<file path="src/rtl/regfile_pkg.sv">
// regfile_pkg: shared types, default sizes and helpers for the multi-port register file
// Contents: clr_state_t (clear engine states), default WIDTH/DEPTH/PC_IDX, clog2_f()
package regfile_pkg;
    typedef enum logic [1:0] {IDLE, CLEAR, DONE} clr_state_t;
    localparam int WIDTH_D  = 32;
    localparam int DEPTH_D  = 16;
    localparam int PC_IDX_D = 15;
    function automatic int clog2_f(input int n);
        int r;
        r = 0;
        while ((1 << r) < n) r++;
        return r;
    endfunction
endpackage

</file>
<file path="src/rtl/regfile_scoreboard.sv">
// regfile_scoreboard: pending-write busy vector with set/clear/wipe and NRD lookup ports
// Ports: clk, rst_n (async active-low); set_v/set_a mark pending; clr_v/clr_a release;
//        wipe_v/wipe_a clear-engine wipe; ra -> rbusy lookups (combinational)
module regfile_scoreboard import regfile_pkg::*; #(
    parameter int DEPTH = DEPTH_D,
    parameter int NRD   = 2,
    localparam int AW   = clog2_f(DEPTH)
) (
    input  logic                   clk,
    input  logic                   rst_n,
    input  logic                   set_v,
    input  logic [AW-1:0]          set_a,
    input  logic                   clr_v,
    input  logic [AW-1:0]          clr_a,
    input  logic                   wipe_v,
    input  logic [AW-1:0]          wipe_a,
    input  logic [NRD-1:0][AW-1:0] ra,
    output logic [NRD-1:0]         rbusy
);
    logic [DEPTH-1:0] busy;
    // set is applied last so a new issue supersedes a same-cycle release
    always_ff @(posedge clk or negedge rst_n)
        if (!rst_n) busy <= '0;
        else begin
            if (wipe_v) busy[wipe_a] <= 1'b0;
            if (clr_v) busy[clr_a] <= 1'b0;
            if (set_v) busy[set_a] <= 1'b1;
        end
    always_comb
        for (int i = 0; i < NRD; i++) rbusy[i] = busy[ra[i]];
endmodule

</file>
<file path="src/rtl/regfile_mp.sv">
// regfile_mp: parametrised multi-port register file with PC alias, scoreboard and clear engine
// Ports: clk, rst_n (async active-low); ra -> rd/rbusy (combinational reads);
//        we0/wa0/wd0 ALU writeback, we1/wa1/wd1 load writeback (wins collisions);
//        pc_in returned for reads of PC_IDX; iss_v/iss_a mark pending;
//        clr_req starts clear, clr_busy/clr_done report it
// Build option: REGFILE_BYPASS_EN forwards same-cycle write data to reads
module regfile_mp import regfile_pkg::*; #(
    parameter int WIDTH  = WIDTH_D,
    parameter int DEPTH  = DEPTH_D,
    parameter int NRD    = 2,
    parameter int PC_IDX = PC_IDX_D,
    localparam int AW    = clog2_f(DEPTH)
) (
    input  logic                      clk,
    input  logic                      rst_n,
    input  logic [NRD-1:0][AW-1:0]    ra,
    output logic [NRD-1:0][WIDTH-1:0] rd,
    output logic [NRD-1:0]            rbusy,
    input  logic                      we0,
    input  logic [AW-1:0]             wa0,
    input  logic [WIDTH-1:0]          wd0,
    input  logic                      we1,
    input  logic [AW-1:0]             wa1,
    input  logic [WIDTH-1:0]          wd1,
    input  logic [WIDTH-1:0]          pc_in,
    input  logic                      iss_v,
    input  logic [AW-1:0]             iss_a,
    input  logic                      clr_req,
    output logic                      clr_busy,
    output logic                      clr_done
);
    localparam logic [AW-1:0] PCA = AW'(PC_IDX);
    logic [WIDTH-1:0] mem [DEPTH];
    clr_state_t state;
    // one spare bit so the terminal compare never aliases with wrap-around
    logic [AW:0] idx;
    logic [NRD-1:0] sb_busy;
    logic act, w0, w1, iv;
    assign act = state == IDLE;
    assign w0 = we0 && act;
    assign w1 = we1 && act;
    assign iv = iss_v && act;
    always_ff @(posedge clk or negedge rst_n)
        if (!rst_n) begin
            for (int i = 0; i < DEPTH; i++) mem[i] <= '0;
            state <= IDLE;
            idx <= '0;
            clr_busy <= 1'b0;
            clr_done <= 1'b0;
        end else begin
            clr_done <= 1'b0;
            case (state)
                IDLE: if (clr_req) begin
                    state <= CLEAR;
                    idx <= '0;
                    clr_busy <= 1'b1;
                end
                CLEAR: begin
                    mem[idx[AW-1:0]] <= '0;
                    idx <= idx + 1'b1;
                    if (idx == (AW+1)'(DEPTH-1)) begin
                        state <= DONE;
                        clr_done <= 1'b1;
                    end
                end
                DONE: begin
                    state <= IDLE;
                    clr_busy <= 1'b0;
                end
                default: state <= IDLE;
            endcase
            if (w0) mem[wa0] <= wd0;
            if (w1) mem[wa1] <= wd1;
        end
    regfile_scoreboard #(.DEPTH(DEPTH), .NRD(NRD)) u_sb (
        .clk(clk),
        .rst_n(rst_n),
        .set_v(iv),
        .set_a(iss_a),
        .clr_v(w1),
        .clr_a(wa1),
        .wipe_v(state == CLEAR),
        .wipe_a(idx[AW-1:0]),
        .ra(ra),
        .rbusy(sb_busy)
    );
    always_comb
        for (int i = 0; i < NRD; i++) begin
            rd[i] = mem[ra[i]];
            rbusy[i] = sb_busy[i];
`ifdef REGFILE_BYPASS_EN
            rd[i] = (w0 && wa0 == ra[i]) ? wd0 : rd[i];
            rd[i] = (w1 && wa1 == ra[i]) ? wd1 : rd[i];
            rbusy[i] = (w1 && wa1 == ra[i]) ? 1'b0 : rbusy[i];
`endif
            rd[i] = (ra[i] == PCA) ? pc_in : rd[i];
            rbusy[i] = (ra[i] == PCA) ? 1'b0 : rbusy[i];
        end
endmodule
</file>
<file path="config.mk">
export PLATFORM = sky130hd
export DESIGN_NAME = regfile_mp
export DESIGN_NICKNAME = d
export VERILOG_FILES = /design/src/rtl/regfile_pkg.sv /design/src/rtl/regfile_scoreboard.sv /design/src/rtl/regfile_mp.sv
export SDC_FILE = /design/constraint.sdc
export NUM_CORES = 2
export LEC_CHECK = 0
export BUFFER_PORTS_ARGS = -buffer_cell sky130_fd_sc_hd__buf_2
export CAP_MARGIN = 40
export CORE_MARGIN = 3
export CORE_UTILIZATION = 40
export CTS_BUF_LIST = sky130_fd_sc_hd__clkbuf_8
export DETAILED_ROUTE_END_ITERATION = 10
export PLACE_DENSITY = 0.57
export SLEW_MARGIN = 20
export SYNTH_ARGS = -nofsm -noshare
export SYNTH_HDL_FRONTEND = slang
export SYNTH_SLANG_ARGS = --single-unit
export TNS_END_PERCENT = 20
</file>
<file path="constraint.sdc">
create_clock -name clk -period 2.6 [get_ports clk]
set_clock_uncertainty 0.15 [all_clocks]
set_input_delay 0 -clock clk [delete_from_list [all_inputs] [get_ports clk]]
set_output_delay 0 -clock clk [all_outputs]
set_load 0.02 [all_outputs]
</file>
# Yosys cells after proc, flatten, opt, wreduce, memory -nomap -nowiden
# Index checks and enable logic that the tools add are counted.
totals:
  ramBits: 0
  in_bits: 122
  memories: 0
  elab_cells: 115
  romBits: 0
  regBits: 537
  latch_bits: 0
classes:
  mux: 43
  add_sub_neg: 1
  mul: 0
  n_div: 0
  n_shift: 0
  bitwise: 12
  n_eq_ne: 7
  n_lt_le_gt_ge: 16
  reduce_logical: 15
ops:
  columns: ["op", "n"]
  rows:
  - ["2-to-1 mux 512 bit", 3]
  - ["bitwise mux 512 bit", 2]
  - ["bitwise AND 512 bit", 1]
  - ["inverter 512 bit", 1]
  - ["demux 32 bit (select 4 bit)", 3]
  - ["2-to-1 mux 32 bit", 9]
  - ["binary-select mux 32 bit (select 4 bit)", 2]
  - ["2-to-1 mux 16 bit", 3]
  - ["bitwise AND 16 bit", 2]
  - ["inverter 16 bit", 2]
  - ["greater-or-equal comparator 5 bit, second input constant", 5]
  - ["less-than comparator 4 x 5 -> 1 bit, second input constant", 5]
  - ["inverter 4 -> 5 bit", 5]
  - ["OR 16 bit", 1]
  - ["less-than comparator 5 x 1 -> 1 bit, second input constant", 3]
  - ["demux 1 bit (select 4 bit)", 3]
  - ["greater-or-equal comparator 4 x 1 -> 1 bit, second input constant", 3]
  - ["2-to-1 mux 1 bit", 10]
  - ["one-hot mux 5 bit (2 select lines)", 1]
  - ["logical AND 1 bit", 9]
  - ["binary-select mux 1 bit (select 4 bit)", 2]
  - ["equality test 4 bit, second input constant", 2]
  - ["AND reduction 2 bit", 3]
  - ["adder 5 x 1 -> 5 bit, second input constant", 1]
  - ["other kinds (10)", 13]

# Depth between registers and ports, before layout
depth:
  depth_word: 12
  depth_mapped: 7
  mapped_depth_nobuf: 5

# By module
# A second synthesis with hierarchy kept.
hier_totals:
  hier_cells: 3280
  hier_area_um2: 31515.2
by_module_without_submodules:
  columns: ["module", "area_each_um2", "cells_per_inst", "n_inst", "seq_area_each_um2"]
  rows:
  - ["regfile_mp", 30424.2, 3195, 1, 12236.7]
  - ["regfile_scoreboard", 1091.0, 85, 1, 400.4]

# Worst setup path after synthesis
# No wires, ideal clock.
synth_timing:
  kind: "register -> register"
  start: "reg state[1]"
  end: "reg mem[440] in the netlist's numbering"
  arrival_ns: 1.849
  path_slack_ns: 0.476
  path_stages_with_launch: 7
  required_ns: 2.326
  synth_period_minus_slack_ns: 2.124
  path_cell_list: "dfrtp_1 -> or4b_4 -> or4b_1 -> buf_4 -> buf_6 -> nor2_1 -> a21oi_1"
synth_between:
  elab_chain_cells: 6
synth_lines:
  columns: ["item", "line", "text"]
  rows:
  - ["from (decl)", "regfile_mp.sv:34", "clr_state_t state;"]
  - ["from (signal assigned)", "regfile_mp.sv:46", "state <= IDLE;"]
  - ["from (signal assigned)", "regfile_mp.sv:54", "state <= CLEAR;"]
  - ["from (signal assigned)", "regfile_mp.sv:62", "state <= DONE;"]
  - ["equality test 2 x 1 -> 1 bit", "regfile_mp.sv:52", "case (state)"]
  - ["2-to-1 mux 512 bit", "regfile_mp.sv:52", null]
  - ["bitwise mux 512 bit", "regfile_mp.sv:72", "if (w0) mem[wa0] <= wd0;"]
  - ["2-to-1 mux 512 bit", "regfile_mp.sv:72", null]
  - ["bitwise mux 512 bit", "regfile_mp.sv:73", "if (w1) mem[wa1] <= wd1;"]
  - ["2-to-1 mux 512 bit *", "regfile_mp.sv:73", null]
  - ["to (signal, indexed assignment)", "regfile_mp.sv:72", null]
  - ["to (signal, indexed assignment)", "regfile_mp.sv:73", null]
  - ["to (decl)", "regfile_mp.sv:33", "logic [WIDTH-1:0] mem [DEPTH];"]
# Mark *: on every way between the ends. The rest lies on a longest branch, timed or not.
# A chain may end at the register's enable or synchronous reset.

==> flow_metrics.tcl <==
set metrics [dict create \
    io_pins 190 \
    port-buffer-count 189 \
    wl_met2_um 60770 \
    coreArea_um2 76710 \
    fp-row-count 101 \
    syn-num-nets 3419 \
    cts_tree "built" \
    cp-end-kind "output pin" \
    start_util_pct 40.81 \
    rr_worst_depth 7 \
    vias 30482 \
    yosys_warnings 0 \
    timing.fmax_mhz 397.1 \
    min_path_type "primary input to flip-flop" \
    period_share_pct 96.85 \
    ys_seq_area_share_pct 40.29 \
    synth-async-reset-ratio_pct 100.0 \
    cp-start-kind "flip-flop" \
    wire_per_inst_um 31.78 \
    r2r_end "mem[72]$_DFF_PN0_" \
    synth_area_leaders "dfrtp_1 40%, a22oi_1 11%, mux4_2 9.9%" \
    crit_path_max_incr_delay_ps 460 \
    syn_to_final_growth_pct 17.25 \
    layout.nets 3478 \
    slowest_stage "mux4_2" \
    cp.required_ps 2450 \
    synthMostInstantiatedCell "nor2_1" \
    htreeDepth 3 \
    crit_path_cell_trace "mux4_2 > a22oi_1 > o21ai_1 > buf_4 > buf_2" \
    netlist_top_cells_count "584 x nor2_1, 504 x dfrtp_1, 444 x a22oi_1" \
    crit_path_max_fanout 3 \
    grt_pass1_wl_um 204800 \
    clkLatencyLatePin_ps 690 \
    grt_pass1_vias 30194 \
    synth_flop_cell "dfrtp_1" \
    hold_end "u_sb.busy[3]$_DFF_PN0_" \
    report.final.slew_viol_count 0 \
    slew-limit-headroom_pct 42.77 \
    worstPathArrival_ps 2370 \
    status "finished, final reports clean" \
    clock-sinks 504 \
    holdPathStages 3 \
    ant_nets 0 \
    dr.pass1.iters 6 \
    irDropWorstVdd_mv 0.3797 \
    setup_viol 0 \
    rsz0062_at_grt "no" \
    netlist_area_um2 31310 \
    cts.path.max_buffers 3 \
    reg2reg_from "state[0]$_DFFE_PN0P_" \
    clk_pin_slew_ps 60 \
    cts-buffers-inserted 93 \
    avgSynthCellArea_um2 9.509 \
    finalSetupTns_ps 0 \
    final_cells 4451 \
    overflow 0 \
    dpl.cell_count 4201 \
    grt_max_degree 62 \
    ys_types 51 \
    cts_root_buf "clkbuf_8" \
    finish.utilization_pct 47.85 \
    top_layer_used "met5" \
    synthCells 3292 \
    dieHeight_um 285.8 \
    tightestPinTransition_ps 856.6 \
    via_per_inst 6.848 \
    critical_path.top_delay_family "multiplexers" \
    dieArea_um2 81660 \
    drc 0 \
    yosysTopAreaCell "dfrtp_1" \
    r2r_slack_ps 220 \
    total_power_w 0.03320 \
    wl_met1_um 53950 \
    critPathKind "flip-flop to output pin" \
    p_leak_nw 15.77 \
    power_density_nw_per_um2 904.4 \
    wl_met3_um 19000 \
    finalCriticalPeriod_ps 2518 \
    fillCellCount 7115 \
    maxCapViolCount 0 \
    die_w_um 285.8 \
    worstSetupStartpoint "mem[418]$_DFF_PN0_" \
    netlist.area_leader.share_pct 40.29 \
    drive_gt1_share_pct 23.40 \
    dp.final_hpwl_um 83560 \
    place.gp.congestion 0.8836 \
    path_buf_inv 2 \
    dr.first_iter.drc_count 4569 \
    grt_antenna_before_repair 7 \
    hold_path.startpoint "iss_a[2]" \
    yosys_register_bits 504 \
    grt_usage_pct 33.74 \
    synth-edff-count 0 \
    drt-total-wl_um 141500 \
    hold_violations 0 \
]
## layout by cell type (no fill, tap or decap), types with 35 or more instances in the layout
cell | synthesis | routed
mux2i_1 | 129 | 129
inv_1 | 6 | 40
o21ai_0 | 133 | 131
a21oi_1 | 390 | 390
a221oi_1 | 96 | 96
nor2_1 | 584 | 581
buf_2 | 51 | 185
dlygate4sd3_1 | 0 | 84
o221ai_1 | 64 | 64
mux2_2 | 64 | 64
mux4_2 | 138 | 138
nor2b_1 | 42 | 36
clkbuf_8 | 0 | 118
buf_4 | 1 | 106
and2_1 | 35 | 35
dfrtp_1 | 504 | 504
o221a_2 | 60 | 60
a22oi_1 | 444 | 443
buf_12 | 0 | 53
## through the flow
step | area (um^2) | worst slack, ps | hold WS (ps)
finish | 36710 | 81.81 | 38.04
global route | 36710 | 40.82 | 39.91
CTS | 36700 | 14.25 | 0.3884
detailed placement | 33970 | 182.1 | -106.4
global placement | 33960 | 213.8 | -113.0
floorplan | 31310 | 476.4 | -445.6
## how the worst max path moves through the flow
| stage | endpoint | slack [ps] | depth (start not counted) |
|---|---|---|---|
| after floorplan | mem[440]$_DFF_PN0_ | 480 | 6 |
| after global placement | rd[2] | 210 | 7 |
| after detailed placement | rd[2] | 180 | 7 |
| after CTS | rd[34] | 10 | 5 |
| after global routing | rd[49] | 40 | 5 |
| final | rd[34] | 80 | 5 |
## what timing repair did
item                                   4_1_cts  5_1_grt
endpoints found under the hold margin     1006        0
hold buffers                                85        0
gates cloned                                 0        0
setup endpoints to repair                    2        2
buffers inserted                             0        0
resized for setup                            2        2
## worst reg2reg max path: stages (launching register included)
cell     delay [ps]
dfrtp_1         370
buf_4           190
nor2b_4         150
buf_12          190
a32oi_4         240
buf_4           630
a22oi_1         150
a21oi_1         220
## where the power goes
part           internal, W  switching (W)  leakage, nW  total [W]
Clock              0.00418        0.00366         1.07    0.00784
Combinational      0.00577        0.00654         7.80     0.0123
Sequential          0.0107        0.00232         6.90     0.0130
Total               0.0207         0.0125         15.8     0.0332
## logic make-up (layout without fill, tap and decap cells)
logic type | count (synthesis) | count (layout) | share of synthesized area [%]
other | 0 | 2 | 0
multiplexers | 331 | 331 | 16.35
adder cells (fa/ha/maj) | 5 | 5 | 0.1998
AO/OA/AOI/OAI | 1224 | 1224 | 26.68
flip-flops | 504 | 504 | 40.29
buffers and inverters | 476 | 603 | 6.163
AND/OR/NAND/NOR | 752 | 752 | 10.32
## registers in the layout (all words and copies together) (netlist names)
name       count
clr_done       1
mem          480
u_sb.busy     15
clr_busy       1
state          2
idx            5
## area by class of cell
cell class	count	area (um^2)	area share [%]
Antenna cell	2	5.005	0.01363
Clock buffer	116	1597	4.349
Clock inverter	47	259.0	0.7056
Inverter	6	22.52	0.06136
Multi-Input combinational cell	2312	17210	46.88
Sequential cell	504	12610	34.36
Tap cell	1030	1289	3.511
Timing Repair Buffer	434	3716	10.12
## metal layers
metal	up-vias	track usage (%)
met1	15062	44.76
met4	9	16.47
met5	-	0.4167
met2	2351	49.91
li1	12560	-
met3	500	10.64
Note: power is estimated with default switching activity, not from simulation.
